===== src/rtl/hazard_pkg.sv =====
// Shared types for the RV32IC pipeline hazard unit: action encodings,
// the shadow-slot layout and the default performance-counter width.
package hazard_pkg;

  localparam int REG_W         = 5;
  localparam int CNT_W_DEFAULT = 16;

  typedef enum logic [1:0] {
    HZ_RUN        = 2'd0,
    HZ_LOAD_STALL = 2'd1,
    HZ_MEM_WAIT   = 2'd2,
    HZ_FLUSH      = 2'd3
  } hz_state_e;

  typedef struct packed {
    logic             valid;
    logic [REG_W-1:0] rd;
    logic             reg_write;
    logic             mem_read;
  } slot_t;

  localparam slot_t SLOT_EMPTY = '0;

endpackage


===== src/rtl/hz_sat_counter.sv =====
// Enable-driven up-counter that sticks at all-ones instead of wrapping.
module hz_sat_counter #(
  parameter int W = 16
) (
  input  logic         clk,
  input  logic         rst_n,
  input  logic         en,
  output logic [W-1:0] count
);

  always_ff @(posedge clk or negedge rst_n) begin
    if (!rst_n) begin
      count <= '0;
    end else if (en && (count != '1)) begin
      count <= count + 1'b1;
    end
  end

endmodule


===== src/rtl/hazard_unit.sv =====
// Stall / bubble / flush control beside the decode stage, with registered
// shadows of the ID/EX and EX/MEM destinations and saturating event counters.
module hazard_unit
  import hazard_pkg::*;
#(
  parameter int CNT_W = CNT_W_DEFAULT
) (
  input  logic             clk,
  input  logic             rst_n,
  input  logic             id_valid,
  input  logic [REG_W-1:0] id_rs1,
  input  logic [REG_W-1:0] id_rs2,
  input  logic             id_use_rs1,
  input  logic             id_use_rs2,
  input  logic [REG_W-1:0] id_rd,
  input  logic             id_reg_write,
  input  logic             id_mem_read,
  input  logic             mem_busy,
  input  logic             ex_redirect,
  output logic             pc_hold,
  output logic             ifid_hold,
  output logic             ifid_flush,
  output logic             idex_bubble,
  output logic             pipe_hold,
  output logic [1:0]       hz_state,
  output logic [CNT_W-1:0] load_stall_cnt,
  output logic [CNT_W-1:0] flush_cnt
);

  slot_t     ex_slot, mem_slot;
  hz_state_e state;
  logic      load_use;

  // Only a load sitting in EX stalls; a load already in MEM is forwarded.
  assign load_use = id_valid & ex_slot.valid & ex_slot.mem_read & (ex_slot.rd != '0)
                  & ((id_use_rs1 & (id_rs1 == ex_slot.rd))
                   | (id_use_rs2 & (id_rs2 == ex_slot.rd)));

  // NOTE: every output gets a default before the priority chain, so no path
  // leaves a signal unassigned and no latch is inferred.
  always_comb begin
    state       = HZ_RUN;
    pc_hold     = 1'b0;
    ifid_hold   = 1'b0;
    ifid_flush  = 1'b0;
    idex_bubble = 1'b0;
    pipe_hold   = 1'b0;
    // Controls are forced quiet while reset is held, even if mem_busy is high.
    if (rst_n) begin
      if (mem_busy) begin
        state     = HZ_MEM_WAIT;
        pc_hold   = 1'b1;
        ifid_hold = 1'b1;
        pipe_hold = 1'b1;
      end else if (ex_redirect) begin
        state       = HZ_FLUSH;
        ifid_flush  = 1'b1;
        idex_bubble = 1'b1;
      end else if (load_use) begin
        state       = HZ_LOAD_STALL;
        pc_hold     = 1'b1;
        ifid_hold   = 1'b1;
        idex_bubble = 1'b1;
      end
    end
  end

  assign hz_state = state;

  // NOTE: sequential state uses non-blocking assignments so mem_slot samples
  // the pre-edge ex_slot regardless of statement order.
  always_ff @(posedge clk or negedge rst_n) begin
    if (!rst_n) begin
      ex_slot  <= SLOT_EMPTY;
      mem_slot <= SLOT_EMPTY;
    end else begin
      case (state)
        HZ_MEM_WAIT: begin
          ex_slot  <= ex_slot;
          mem_slot <= mem_slot;
        end
        HZ_FLUSH, HZ_LOAD_STALL: begin
          mem_slot <= ex_slot;
          ex_slot  <= SLOT_EMPTY;
        end
        default: begin
          mem_slot <= ex_slot;
          ex_slot  <= '{valid: id_valid, rd: id_rd,
                        reg_write: id_reg_write, mem_read: id_mem_read};
        end
      endcase
    end
  end

  // mem_slot and reg_write are tracked for visibility; no hazard depends on them.
  logic unused_slot_bits;
  assign unused_slot_bits = ^{mem_slot, ex_slot.reg_write};

  hz_sat_counter #(.W(CNT_W)) u_load_stall_cnt (
    .clk   (clk),
    .rst_n (rst_n),
    .en    (state == HZ_LOAD_STALL),
    .count (load_stall_cnt)
  );

  hz_sat_counter #(.W(CNT_W)) u_flush_cnt (
    .clk   (clk),
    .rst_n (rst_n),
    .en    (state == HZ_FLUSH),
    .count (flush_cnt)
  );

endmodule


===== config.mk =====
export PLATFORM = sky130hd
export DESIGN_NAME = hazard_unit
export DESIGN_NICKNAME = d
export VERILOG_FILES = /design/src/rtl/hazard_pkg.sv /design/src/rtl/hz_sat_counter.sv /design/src/rtl/hazard_unit.sv
export SDC_FILE = /design/constraint.sdc
export NUM_CORES = 1
export LEC_CHECK = 0
export CAP_MARGIN = 15
export CORE_UTILIZATION = 46
export CTS_CLUSTER_DIAMETER = 30
export DETAILED_ROUTE_END_ITERATION = 8
export HOLD_SLACK_MARGIN = 0.05
export MAX_ROUTING_LAYER = met4
export PLACE_DENSITY = 0.85
export SLEW_MARGIN = 30
export SYNTH_ARGS = -nofsm -noshare
export SYNTH_HDL_FRONTEND = slang
export SYNTH_SLANG_ARGS = --single-unit

===== constraint.sdc =====
create_clock -name clk -period 2.72 [get_ports clk]
set_input_delay 0.544 -clock clk [delete_from_list [all_inputs] [get_ports clk]]
set_output_delay 0.544 -clock clk [all_outputs]
set_load 0.01 [all_outputs]

==> results of run 1 <==
-- final timing paths --
kind,from,end,slack [ns],cells after the start
setup / recovery,ex_slot[3],pc_hold,0.08,6
hold / removal,rst_n,u_load_stall_cnt.count[7],0.08,1
setup reg to reg,ex_slot[3],u_load_stall_cnt.count[1],0.56,7
hold reg to reg,u_flush_cnt.count[8],u_flush_cnt.count[8],0.50,1
max in group asynchronous,rst_n,u_load_stall_cnt.count[3],1.84,3
min in group clk,u_flush_cnt.count[8],u_flush_cnt.count[8],0.50,1
-- stage by stage --
stage	power [W]	TNS, ns
after floorplan	0.000810	0
after global placement	0.000974	-1.32
after detailed placement	0.000980	-1.43
after CTS	0.00149	0
after global routing	0.00155	0
final	0.00148	0
-- routing by layer --
layer / global-route usage / up-vias / share of wire
li1: - / 798 / -
met1: 0.246 / 797 / 0.43
met2: 0.380 / 44 / 0.50
met3: 0.0633 / 4 / 0.064
met4: 0.0833 / 0 / 0.010
met5: - / - / 0
-- layout by cell type, fill, tap and decap left out, types with 2 or more instances in the layout --
master | netlist | routed
o21a_1 | 2 | 2
nor2b_1 | 3 | 2
clkdlybuf4s50_1 | 0 | 55
xor2_1 | 12 | 12
nor4_1 | 7 | 7
and2_1 | 2 | 2
nor2_1 | 7 | 7
buf_4 | 2 | 12
nand4_1 | 8 | 8
inv_1 | 5 | 5
and3_4 | 3 | 3
nor3_1 | 6 | 6
xnor2_1 | 27 | 27
mux2_2 | 3 | 3
a22o_1 | 7 | 7
dfrtp_1 | 39 | 39
buf_2 | 1 | 5
or4_4 | 2 | 3
nand2_1 | 16 | 16
ha_1 | 2 | 2
nand3_1 | 13 | 13
clkbuf_8 | 0 | 6
-- sequential cells by signal, summed over array words and instances, names as in the netlist --
signal / count
ex_slot: 7
u_flush_cnt.count: 16
u_load_stall_cnt.count: 16
-- power by group through the flow --
stage	Clock [W]	Sequential (W)	Combinational [W]
floorplan	0	0.000708	0.000103
global placement	0	0.000695	0.000279
detailed placement	0	0.000695	0.000285
CTS	0.000519	0.000686	0.000288
global route	0.000539	0.000696	0.000311
finish	0.000508	0.000687	0.000285
-- area by class of cell --
cell class,instances,area [sq um],share of cell area
inverters,5,18.8,0.00653
flip-flops and latches,39,976,0.340
repair buffers,73,678,0.236
clock inverters,2,35.0,0.0122
clock buffers,6,82.6,0.0287
well taps,50,62.6,0.0218
multi-input cells,135,1020,0.355
-- worst register-to-register path, cell delays in order, from the launching register on --
cell and delay (ns):
dfrtp_1 0.38, or4_4 0.55, o2111ai_4 0.19, and2b_4 0.22, buf_4 0.12, buf_4 0.13, nand3_1 0.10, mux2_2 0.35
-- kinds of logic (layout without fill, tap and decap cells) --
kind of cell | after synthesis | count (layout) | synth area share
simple gates | 77 | 77 | 0.228
xor+xnor | 39 | 39 | 0.170
buf+inv | 9 | 86 | 0.0212
compound gates | 14 | 14 | 0.0643
flops | 39 | 39 | 0.487
mux | 3 | 3 | 0.0169
fa+ha+maj | 2 | 2 | 0.0125
-- what timing repair did --
item                                    CTS  global route
pin swaps                                 1             4
resized for setup                        19             3
setup buffers                             1             0
endpoints found under the setup margin    4             4
==> impl_metrics.py, run 1 <==
metrics = {
    "timing": {
        "period_minus_slack_ns": 2.64,
        "finalHoldViolations": 0,
        "setup_viol": 0,
        "slew_headroom": 0.695,
        "rsz0062_at_grt": "false",
        "fin_hold_ws_ns": 0.0780,
        "post-route-period-util": 0.969,
        "fmax_mhz": 379,
        "slew_violations": 0,
        "worstMarginPinSlew_ns": 0.456,
        "worst_slack_ns": 0.0833,
        "skew_ns": 0.00956,
    },
    "placement": {
        "place.gp.congestion": 0.790,
        "place_ws_ns": -0.381,
        "place_area_sq_um": 2730,
        "hpwl_mm": 3.39,
        "numPortBuffers": 61,
        "place_inst": 301,
    },
    "power_and_ir_drop": {
        "power_frac_comb": 0.193,
        "p_per_area_nw_per_um2": 515,
        "pwr-share-clk": 0.343,
        "pwr-share-seq": 0.464,
        "p_sw_w": 0.000384,
        "switching_share": 0.260,
        "leakage_nw": 1.24,
        "vdd_drop_max_mv": 0.488,
        "internal_power_w": 0.00110,
    },
    "synth": {
        "netlist_instances": 183,
        "netlist_area_sq_um": 2000,
        "synth_warnings": 0,
        "synth_top_area_frac": 0.487,
        "netlist_top_cells_area": "dfrtp_1 (49%), xnor2_1 (12%), xor2_1 (5.2%), nand3_1 (3.2%), a22o_1 (3.1%)",
        "synth_common_cells": "dfrtp_1 (39), xnor2_1 (27), nand2_1 (16), nand3_1 (13), xor2_1 (12)",
        "synth.distinct_cells": 36,
        "postSynthAreaPerCell_sq_um": 11.0,
        "ys.flop_type": "dfrtp_1",
        "synth-edff-count": 0,
        "synth_area_leader_cell": "dfrtp_1",
        "synth_seq_cells": 39,
        "synth_async_sr_flop_share": 1.00,
        "mappedNetlistNets": 209,
        "yosysMostFrequentCell": "dfrtp_1",
        "seq_area_frac_synth": 0.487,
    },
    "setup_path": {
        "path_class": "reg -> out",
        "end_kind": "output port",
        "crit_path_cell_trace": "or4_4, o2111ai_4, and2b_4, nor2b_4, o21a_1, buf_2",
        "startpoint_type": "register",
        "crit_family": "simple AND/OR/NAND/NOR gates",
        "arrival_ns": 2.09,
        "max_stage_delay_ns": 0.55,
        "cp_num_buf_inv": 1,
        "cp_max_fo": 3,
        "cp.required_ns": 2.18,
        "cp_slowest_cell": "or4_4",
    },
    "worst_hold_path": {
        "hp-class": "in -> async",
    },
    "die": {
        "coreArea_sq_um": 4090,
        "fp.dieArea_sq_um": 4630,
        "io_pins": 63,
        "num_rows": 23,
        "fp.dieW_um": 68.0,
        "initial_core_util": 0.491,
        "die_h_um": 68.0,
    },
    "clock_network": {
        "htreeDepth": 2,
        "cts_tree": "done",
        "cts_buffer_depth": 2,
        "root_buffer": "clkbuf_8",
        "clk_pin_slew_ns": 0.08,
        "clock_sinks": 39,
        "cts_inserted_buffers": 5,
        "clock_latency_ns": 0.30,
        "hold_buffers": 0,
    },
    "grt": {
        "antenna_found_initial": 0,
        "grt_overflow_total": 0,
        "grt_pass1_vias": 1657,
        "grt_max_degree": 27,
        "grt_pass1_wl_mm": 7.31,
        "track_usage": 0.223,
    },
    "drt": {
        "drt-total-wl_mm": 4.58,
        "via_count": 1643,
        "drt-vias-per-instance": 5.30,
        "drc": 0,
        "drt_iter0_drc": 104,
        "first_pass_iters": 4,
        "postRouteAntennaNets": 0,
        "drt-wirelength-per-cell_um": 14.8,
    },
    "cells_and_area": {
        "final_util": 0.703,
        "diodes": 0,
        "stdcell_count": 310,
        "fin_nets": 285,
        "fill_cells": 317,
        "drive_above_1_share": 0.169,
        "design_area_sq_um": 2870,
        "area_growth_pct": 43.4,
    },
    "status": {
        "status": "complete, no violations",
    },
    "run": {
        "maxCapViolations": 0,
    },
}
(Power assumes the default switching activity.)
==> run 2, diff against run 1 <==
==> constraint.sdc (replaced) <==
create_clock -name clk -period 2.72 [get_ports clk]
set_input_delay 0.544 -clock clk [delete_from_list [all_inputs] [get_ports clk]]
set_output_delay 0.544 -clock clk [all_outputs]
set_load 0.005 [all_outputs]
==> impl_metrics.py, run 2 (same netlist as run 1, synthesis figures left out) <==
metrics = {
    "status": {
        "status": "complete, no violations",
    },
    "die": {
        "io_pins": 63,
        "initial_core_util": 0.491,
        "coreArea_sq_um": 4090,
        "fp.dieW_um": 68.0,
        "fp.dieArea_sq_um": 4630,
        "num_rows": 23,
        "die_h_um": 68.0,
    },
    "cells_and_area": {
        "top_regs": "u_flush_cnt.count: 16 flops, u_load_stall_cnt.count: 16 flops, ex_slot: 7 flops",
        "final_util": 0.690,
        "design_area_sq_um": 2820,
        "drive_above_1_share": 0.159,
        "stdcell_count": 308,
        "final_cell_mix": "clkdlybuf4s50_1 (55), dfrtp_1 (39), xnor2_1 (27), nand2_1 (16), nand3_1 (13)",
        "area_growth_pct": 40.6,
        "diodes": 0,
        "final_common_cell": "clkdlybuf4s50_1",
        "fin_nets": 285,
    },
    "clock_network": {
        "cts_inserted_buffers": 5,
        "clock_sinks": 39,
        "root_buffer": "clkbuf_8",
        "cts_tree": "done",
        "cts_buffer_depth": 2,
        "htreeDepth": 2,
        "clock_latency_ns": 0.29,
        "cts_setup_buffers": 0,
        "clk_pin_slew_ns": 0.07,
    },
    "setup_path": {
        "arrival_ns": 2.05,
        "cp.required_ns": 2.18,
        "cp_num_buf_inv": 3,
        "crit_cells": 4,
        "ff2ff_setup_slack_ns": 0.58,
        "crit_family": "buffers and inverters",
        "reg2reg_depth": 7,
        "cp_common_cell": "clkdlybuf4s50_1",
        "rr_endpoint": "u_load_stall_cnt.count[1]",
        "startpoint_type": "input pin",
        "cp_max_fo": 5,
        "crit_path_cell_trace": "clkdlybuf4s50_1, nand2_1, inv_1, clkdlybuf4s50_1",
        "end_kind": "output port",
        "reg2reg_from": "ex_slot[3]",
        "cp_slowest_cell": "clkdlybuf4s50_1",
        "path_class": "in -> out",
        "max_stage_delay_ns": 0.66,
    },
    "power_and_ir_drop": {
        "vdd_drop_max_mv": 0.397,
        "pwr-share-seq": 0.524,
        "internal_power_w": 0.000969,
        "p_per_area_nw_per_um2": 465,
        "power_frac_comb": 0.204,
        "leakage_nw": 1.21,
        "switching_share": 0.260,
        "p_sw_w": 0.000341,
        "pwr-share-clk": 0.272,
    },
    "grt": {
        "grt_max_degree": 30,
        "grt_overflow_total": 0,
        "track_usage": 0.215,
        "grt_pass1_vias": 1581,
        "grt_use_met1": 0.241,
        "grt.busiest_layer": "met2",
        "grt_use_met3": 0.0583,
        "grt_pass1_wl_mm": 7.02,
        "grtUsageMet2": 0.363,
        "antenna_found_initial": 0,
    },
    "drt": {
        "postRouteAntennaNets": 0,
        "drt_iter0_drc": 96,
        "drc": 0,
        "drt-vias-per-instance": 5.40,
        "drt-wirelength-per-cell_um": 14.8,
        "first_pass_iters": 4,
        "via_count": 1663,
        "drt-total-wl_mm": 4.57,
    },
    "timing": {
        "slew_violations": 0,
        "slew_headroom": 0.706,
        "fin_hold_ws_ns": 0.205,
        "setup_viol": 0,
        "post-route-period-util": 0.952,
        "period_minus_slack_ns": 2.59,
        "worstMarginPinSlew_ns": 0.440,
        "rsz0062_at_grt": "false",
        "skew_ns": 0.00512,
        "fmax_mhz": 386,
        "finalHoldViolations": 0,
    },
    "placement": {
        "place.gp.congestion": 0.769,
        "numPortBuffers": 61,
        "hpwl_mm": 3.43,
        "place_area_sq_um": 2740,
        "place_inst": 302,
    },
    "worst_hold_path": {
        "hp-class": "in -> async",
    },
    "run": {
        "maxCapViolations": 0,
    },
}
## run 2: cell types whose count changed in the layout (fill, tap and decap cells not counted), sizes merged
cell	previous run	this run
buf	17	15
bufinv	1	0
clkinv	1	0
clkbuf	6	8
## run 2: repair_timing
action | 4_1_cts | 5_1_grt
gates resized for setup | 13 | 6
pin swaps | 4 | 5
endpoints found under the setup margin | 4 | 4
hold endpoints to repair | 0 | 0
hold buffers | 0 | 0
## run 2: how the worst max path moves through the flow
stage / start / end
6_report: ex_redirect / ifid_flush
4_1_cts: ex_slot[3] / hz_state[0]
5_1_grt: id_rs1[2] / pc_hold
3_5_place_dp: id_rs1[4] / ifid_hold
2_1_floorplan: ex_slot[3] / pc_hold
3_3_place_gp: id_rs1[1] / ifid_hold
## run 2: worst reg2reg max path, delay by kind of cell, from the launching register on
| family | cells | cell delay (ns) |
|---|---|---|
| and+or+nand+nor | 3 | 0.85 |
| muxes | 1 | 0.34 |
| AOI/OAI and AO/OA | 1 | 0.18 |
| buffers and inverters | 2 | 0.27 |
| DFF | 1 | 0.38 |
## run 2: area by class of cell
| type | count | area (sq um) |
|---|---|---|
| Clock buffer | 6 | 72.6 |
| Inverter | 5 | 18.8 |
| Sequential cell | 39 | 976 |
| Tap cell | 50 | 62.6 |
| Fill cell | 322 | 1270 |
| Timing Repair Buffer | 73 | 678 |
| Multi-Input combinational cell | 135 | 1010 |
## run 2: power by group through the flow
stage,combinational (W),sequential [W],clock [W]
2_1_floorplan,0.000101,0.000693,0
3_3_place_gp,0.000263,0.000695,0
3_5_place_dp,0.000268,0.000696,0
4_1_cts,0.000272,0.000686,0.000370
5_1_grt,0.000293,0.000694,0.000387
6_report,0.000267,0.000687,0.000357
## run 2: through the flow
stage                     setup WS (ns)  power, W  setup TNS, ns
final                             0.131   0.00131              0
after floorplan                   0.421  0.000794              0
after detailed placement         -0.351  0.000964          -1.30
after global routing            0.00172   0.00137              0
after CTS                       -0.0394   0.00133        -0.0770
after global placement           -0.303  0.000957          -1.12
## run 2: layer usage
layer | share of wire | vias to the layer above | wire, um
met1 | 0.42 | 814 | 1920
met4 | 0.014 | 0 | 64
met2 | 0.50 | 44 | 2300
met3 | 0.063 | 6 | 287
met5 | 0 | - | 0
li1 | - | 799 | -
